===== src/rtl/freqdiv_multi.sv =====
// Multi-channel programmable clock divider: per-channel period/high-time, end-of-period tick,
// shadowed configuration applied only on period boundaries, sync restart or while idle.
module freqdiv_multi #(
  parameter int unsigned CHANNELS   = 4,
  parameter int unsigned WIDTH      = 27,
  parameter int unsigned DEF_PERIOD = 100000000,
  parameter int unsigned DEF_HIGH   = 50000000,
  localparam int unsigned CW        = (CHANNELS > 1) ? $clog2(CHANNELS) : 1
) (
  input  logic                clk100M,
  input  logic                clr,
  input  logic [CHANNELS-1:0] en,
  input  logic                sync,
  input  logic                cfg_we,
  input  logic [CW-1:0]       cfg_ch,
  input  logic [WIDTH-1:0]    cfg_period,
  input  logic [WIDTH-1:0]    cfg_high,
  output logic                cfg_err,
  output logic [CHANNELS-1:0] cfg_pend,
  output logic [CHANNELS-1:0] clk_out,
  output logic [CHANNELS-1:0] tick
);

  localparam logic [0:0] StIdle = 1'b0;
  localparam logic [0:0] StRun  = 1'b1;

  localparam logic [WIDTH-1:0] DefPeriod = WIDTH'(DEF_PERIOD);
  localparam logic [WIDTH-1:0] DefHigh   = WIDTH'(DEF_HIGH);

  logic ch_ok;
  logic period_ok;
  logic wr_ok;
  logic cfg_err_q;

  // When CHANNELS fills the cfg_ch encoding every index is valid.
  if ((32'd1 << CW) == CHANNELS) begin : g_ch_full
    assign ch_ok = 1'b1;
  end else begin : g_ch_part
    assign ch_ok = (32'(cfg_ch) < CHANNELS);
  end

  assign period_ok = (cfg_period >= WIDTH'(2));
  assign wr_ok     = cfg_we && ch_ok && period_ok;

  always_ff @(posedge clk100M or posedge clr) begin
    if (clr) begin
      cfg_err_q <= 1'b0;
    end else begin
      cfg_err_q <= cfg_we && !(ch_ok && period_ok);
    end
  end

  assign cfg_err = cfg_err_q;

  for (genvar i = 0; i < CHANNELS; i++) begin : g_ch
    logic [0:0]       state_q, state_d;
    logic [WIDTH-1:0] cnt_q, cnt_d;
    logic [WIDTH-1:0] p_a_q, p_a_d, h_a_q, h_a_d;
    logic [WIDTH-1:0] p_s_q, p_s_d, h_s_q, h_s_d;
    logic             pend_q, pend_d;
    logic             clk_q, clk_d;
    logic             tick_q, tick_d;
    logic             wr;
    logic             wrap;
    logic             apply;

    assign wr    = wr_ok && (cfg_ch == CW'(i));
    assign wrap  = (state_q == StRun) && (cnt_q == p_a_q - WIDTH'(1));
    assign apply = (state_q == StIdle) || sync || wrap;

    // Apply reads the old shadow, so a write landing on the apply edge stays pending.
    always_comb begin
      p_a_d  = p_a_q;
      h_a_d  = h_a_q;
      p_s_d  = p_s_q;
      h_s_d  = h_s_q;
      pend_d = pend_q;
      if (apply) begin
        p_a_d  = p_s_q;
        h_a_d  = h_s_q;
        pend_d = 1'b0;
      end
      if (wr) begin
        p_s_d  = cfg_period;
        h_s_d  = cfg_high;
        pend_d = 1'b1;
      end
    end

    always_comb begin
      state_d = state_q;
      cnt_d   = cnt_q;
      case (state_q)
        StIdle: begin
          if (en[i]) begin
            state_d = StRun;
            cnt_d   = '0;
          end
        end
        default: begin
          if (!en[i]) begin
            state_d = StIdle;
            cnt_d   = '0;
          end else if (sync || wrap) begin
            cnt_d = '0;
          end else begin
            cnt_d = cnt_q + WIDTH'(1);
          end
        end
      endcase
      // Outputs registered from next-state values so they line up with cnt_q.
      clk_d  = (state_d == StRun) && (cnt_d < h_a_d);
      tick_d = (state_d == StRun) && (cnt_d == p_a_d - WIDTH'(1));
    end

    always_ff @(posedge clk100M or posedge clr) begin
      if (clr) begin
        state_q <= StIdle;
        cnt_q   <= '0;
        p_a_q   <= DefPeriod;
        h_a_q   <= DefHigh;
        p_s_q   <= DefPeriod;
        h_s_q   <= DefHigh;
        pend_q  <= 1'b0;
        clk_q   <= 1'b0;
        tick_q  <= 1'b0;
      end else begin
        state_q <= state_d;
        cnt_q   <= cnt_d;
        p_a_q   <= p_a_d;
        h_a_q   <= h_a_d;
        p_s_q   <= p_s_d;
        h_s_q   <= h_s_d;
        pend_q  <= pend_d;
        clk_q   <= clk_d;
        tick_q  <= tick_d;
      end
    end

    assign clk_out[i]  = clk_q;
    assign tick[i]     = tick_q;
    assign cfg_pend[i] = pend_q;
  end

endmodule


===== config.mk =====
export PLATFORM = sky130hd
export DESIGN_NAME = freqdiv_multi
export DESIGN_NICKNAME = d
export VERILOG_FILES = /design/src/rtl/freqdiv_multi.sv
export SDC_FILE = /design/constraint.sdc
export NUM_CORES = 2
export LEC_CHECK = 0
export ABC_AREA = 1
export BUFFER_PORTS_ARGS = -buffer_cell sky130_fd_sc_hd__buf_2
export CAP_MARGIN = 25
export CORE_MARGIN = 2
export CORE_UTILIZATION = 60
export DETAILED_ROUTE_END_ITERATION = 8
export GPL_TIMING_DRIVEN = 0
export PLACE_DENSITY = 0.74
export SLEW_MARGIN = 20
export SYNTH_ARGS = -nofsm -noshare
export SYNTH_HDL_FRONTEND = slang
export SYNTH_SLANG_ARGS = --single-unit

===== constraint.sdc =====
create_clock -name clk100M -period 21.3 [get_ports clk100M]
set_input_delay 1.065 -clock clk100M [delete_from_list [all_inputs] [get_ports clk100M]]
set_output_delay 1.065 -clock clk100M [all_outputs]
set_load 0.02 [all_outputs]

==> qor.csv <==
stage;metric;value;unit
floorplanning;die_area;63400;um^2
global_routing;grt_pass1_wl;189100;um
cells_and_area;fin_nets;5495;
yosys;syn_avg_cell_area;7.125;um^2
global_routing;use_met3;0.07727;
floorplanning;core_area;60580;um^2
clocking;cts_made_buffers;59;
route;vias_per_cell;5.635;
global_routing;grt_use_met2;0.6115;
cells_and_area;syn_to_final_growth;9.730;%
global_routing;busiest_layer;met2;
sta;setup_slack;15.37;ns
clocking;postCtsSetupBuffers;0;
yosys;synthSimpleGateAreaFrac;0.3329;
setup_path;start_kind;flip-flop;
global_routing;grt_overflow;0;
sta;finalCritPeriodShare;0.2783;
global_routing;track_usage;0.3901;
yosys;synth_compound_area_frac;0.08966;
power_and_ir_drop;p_total;3251;uW
yosys;ys_types;63;
run_status;status;complete, no violations;
route;antenna_left;0;
yosys;ys_seq_area_frac;0.3848;
worst_hold_path;hp-class;in -> async;
sta;finalHoldViolations;0;
global_routing;use_met1;0.5222;
clocking;cts_tree;yes;
setup_path;crit_start;g_ch[1].p_a_q[0];
clocking;cts.sinks;557;
sta;setup_viol;0;
placement;port_buffers;76;
clocking;cts_hold_buffers;0;
global_routing;antenna_found_initial;6;
yosys;syn_inst;5171;
floorplanning;fp.dieH;251.8;um
sta;hold_ws;0.4225;ns
placement;hpwl;96100;um
power_and_ir_drop;power_leakage;0.02028;uW
route;vias;34674;
route;dr.pass1.iters;6;
sta;max-slew-margin-rel;0.3485;
yosys;synth_top_family_by_area;simple AND/OR/NAND/NOR gates;
global_routing;grt_pass1_vias;32787;
route;drt_iter0_drc;3436;
power_and_ir_drop;ir_drop;0.07011;mV
clocking;clockRootBuffer;clkbuf_16;
power_and_ir_drop;power_density;80.43;nW/um^2
cells_and_area;fin_cells;6153;
clocking;clock_path_buffers;3;
sta;fin_skew;0.01324;ns
setup_path;cp_slowest_cell;a31oi_1;
sta;max_freq;168.7;MHz
sta;report.final.slew_viol_count;0;
yosys;syn-cell-area;36840;um^2
setup_path;slowest_delay;0.48;ns
cells_and_area;layout-drive-gt1-share;0.1342;
setup_path;crit_arrival;6.40;ns
clocking;h-tree-depth;2;
setup_path;criticalPathCategory;reg -> reg;
setup_path;worstPathRequired;21.77;ns
clocking;cts_resized;0;
floorplanning;ios;77;
floorplanning;num_rows;90;
placement;place_ws;15.57;ns
yosys;syn_nets;5351;
clocking;clock_latency;0.65;ns
floorplanning;start_util;0.6081;
sta;min_period;5.927;ns
sta;rsz0062_at_grt;no;
cells_and_area;final_cell_mix;nand2_1 (1,523), inv_1 (692), o21ai_0 (428);
setup_path;critPathMostFrequentCell;nand2_1;
yosys;synthXorXnorAreaFrac;0.05699;
cells_and_area;postLayoutCoreUtil;0.6673;
route;drc;0;
floorplanning;die-width;251.8;um
setup_path;worstReg2RegStart;g_ch[1].p_a_q[0];
route;post_drt_wl_per_cell;20.03;um
sta;tightest_slew;0.9671;ns
global_routing;grt_start_max_net_pins;106;
yosys;synth-warning-count;0;
yosys;synth_seq_cells;557;
cells_and_area;final_common_cell;nand2_1;
placement;dp_cells;6035;
setup_path;critPathCaptureType;flip-flop;
route;drt-total-wl;123200;um
placement;place.gp.congestion;1.023;
setup_path;cp_max_fo;10;
clocking;clkTransAtPathRegs;0.07;ns
yosys;synth_fa_ha_area_frac;0.03939;
run;maxCapViolations;0;
yosys;synthMuxAreaShare;0;
[flip-flops by register name, summed over array words and instances (netlist names)]
name and count:
g_ch.p_a_q 108, g_ch.cnt_q 108, g_ch.h_s_q 108, g_ch.h_a_q 108, g_ch.tick_q 4, g_ch.clk_q 4
cfg_err 1, g_ch.state_q 4, g_ch.p_s_q 108, g_ch.pend_q 4
[critical path: cells and delay by family, from the launching register on]
family,cells,cell delay [ns]
AOI/OAI and AO/OA,6,1.48
xor gates and xnor gates,1,0.16
adders and majority gates,2,0.57
buffers and inverters,6,1.42
DFF,1,0.37
and+or+nand+nor,13,1.76
[layer usage]
metal  up-vias  wire length (um)
met5         -                11
met4         2              6183
met3       275             10620
met2      1491             54870
met1     16187             51550
li1      16719                 -
[area by class of cell]
class | instances | area, um^2
Sequential cell | 557 | 14180
Fill cell | 5415 | 20160
Multi-Input combinational cell | 3731 | 19120
Buffer | 165 | 848.3
Tap cell | 782 | 978.4
Clock inverter | 31 | 301.5
Antenna cell | 5 | 12.51
Inverter | 718 | 2703
Timing Repair Buffer | 83 | 550.5
Clock buffer | 81 | 1734
[cell usage after synthesis, drive strengths merged]
library cell | number | area share
a221oi | 5 | 0.0012
nor2 | 501 | 0.059
a311oi | 1 | 0.00024
nor3 | 56 | 0.0079
a21o | 2 | 0.00041
a21oi | 55 | 0.0075
or2 | 122 | 0.021
and2 | 5 | 0.00085
dfstp | 192 | 0.14
dfrtp | 365 | 0.25
nor4b | 1 | 0.00024
o2111ai | 2 | 0.00048
inv | 712 | 0.073
nor4 | 20 | 0.0036
clkbuf | 102 | 0.010
nand3b | 29 | 0.0059
a31oi | 5 | 0.0010
o31ai | 6 | 0.0014
o211a | 1 | 0.00027
nand4 | 147 | 0.025
o211ai | 7 | 0.0014
clkinv | 6 | 0.00061
and3b | 1 | 0.00024
o21bai | 9 | 0.0018
o21ai | 482 | 0.067
xor2 | 184 | 0.044
buf | 63 | 0.013
nand2 | 1566 | 0.16
o22ai | 19 | 0.0034
xor3 | 1 | 0.00065
nor3b | 4 | 0.0011
a21boi | 1 | 0.00020
o221ai | 2 | 0.00048
xnor2 | 53 | 0.013
o32ai | 4 | 0.00095
a211oi | 10 | 0.0020
and3 | 1 | 0.00017
ha | 116 | 0.039
nand3 | 313 | 0.045
[path summary, 6_finish.rpt]
path / depth (start not counted) / slack (ns) / endpoint
setup / recovery: 28 / 15.37 / g_ch[1].clk_q
hold / removal: 2 / 0.42 / g_ch[1].tick_q
min in group clk100M: 2 / 0.47 / g_ch[0].h_a_q[0]
hold reg to reg: 2 / 0.47 / g_ch[0].h_a_q[0]
setup reg to reg: 28 / 15.37 / g_ch[1].clk_q
max in group asynchronous: 4 / 19.54 / g_ch[0].p_a_q[26]
[logic make-up (layout without fill, tap and decap cells)]
logic type / after synthesis / after routing
AOI/OAI and AO/OA: 611 / 611
other: 0 / 5
and+or+nand+nor: 2766 / 2766
buffers and inverters: 883 / 1078
adders and majority gates: 116 / 116
DFF: 557 / 557
xor gates and xnor gates: 238 / 238
[power by group]
part | internal (uW) | switching [uW]
logic | 258 | 547
registers | 1240 | 120
clock network | 621 | 467
total | 2120 | 1130
[per-stage QoR]
step / area (um^2) / TNS (ns)
2_1_floorplan: 36840 / 0
3_3_place_gp: 38200 / -437.70
3_5_place_dp: 38370 / 0
4_1_cts: 40410 / 0
5_1_grt: 40420 / 0
6_report: 40430 / 0
(Power assumes the default switching activity.)
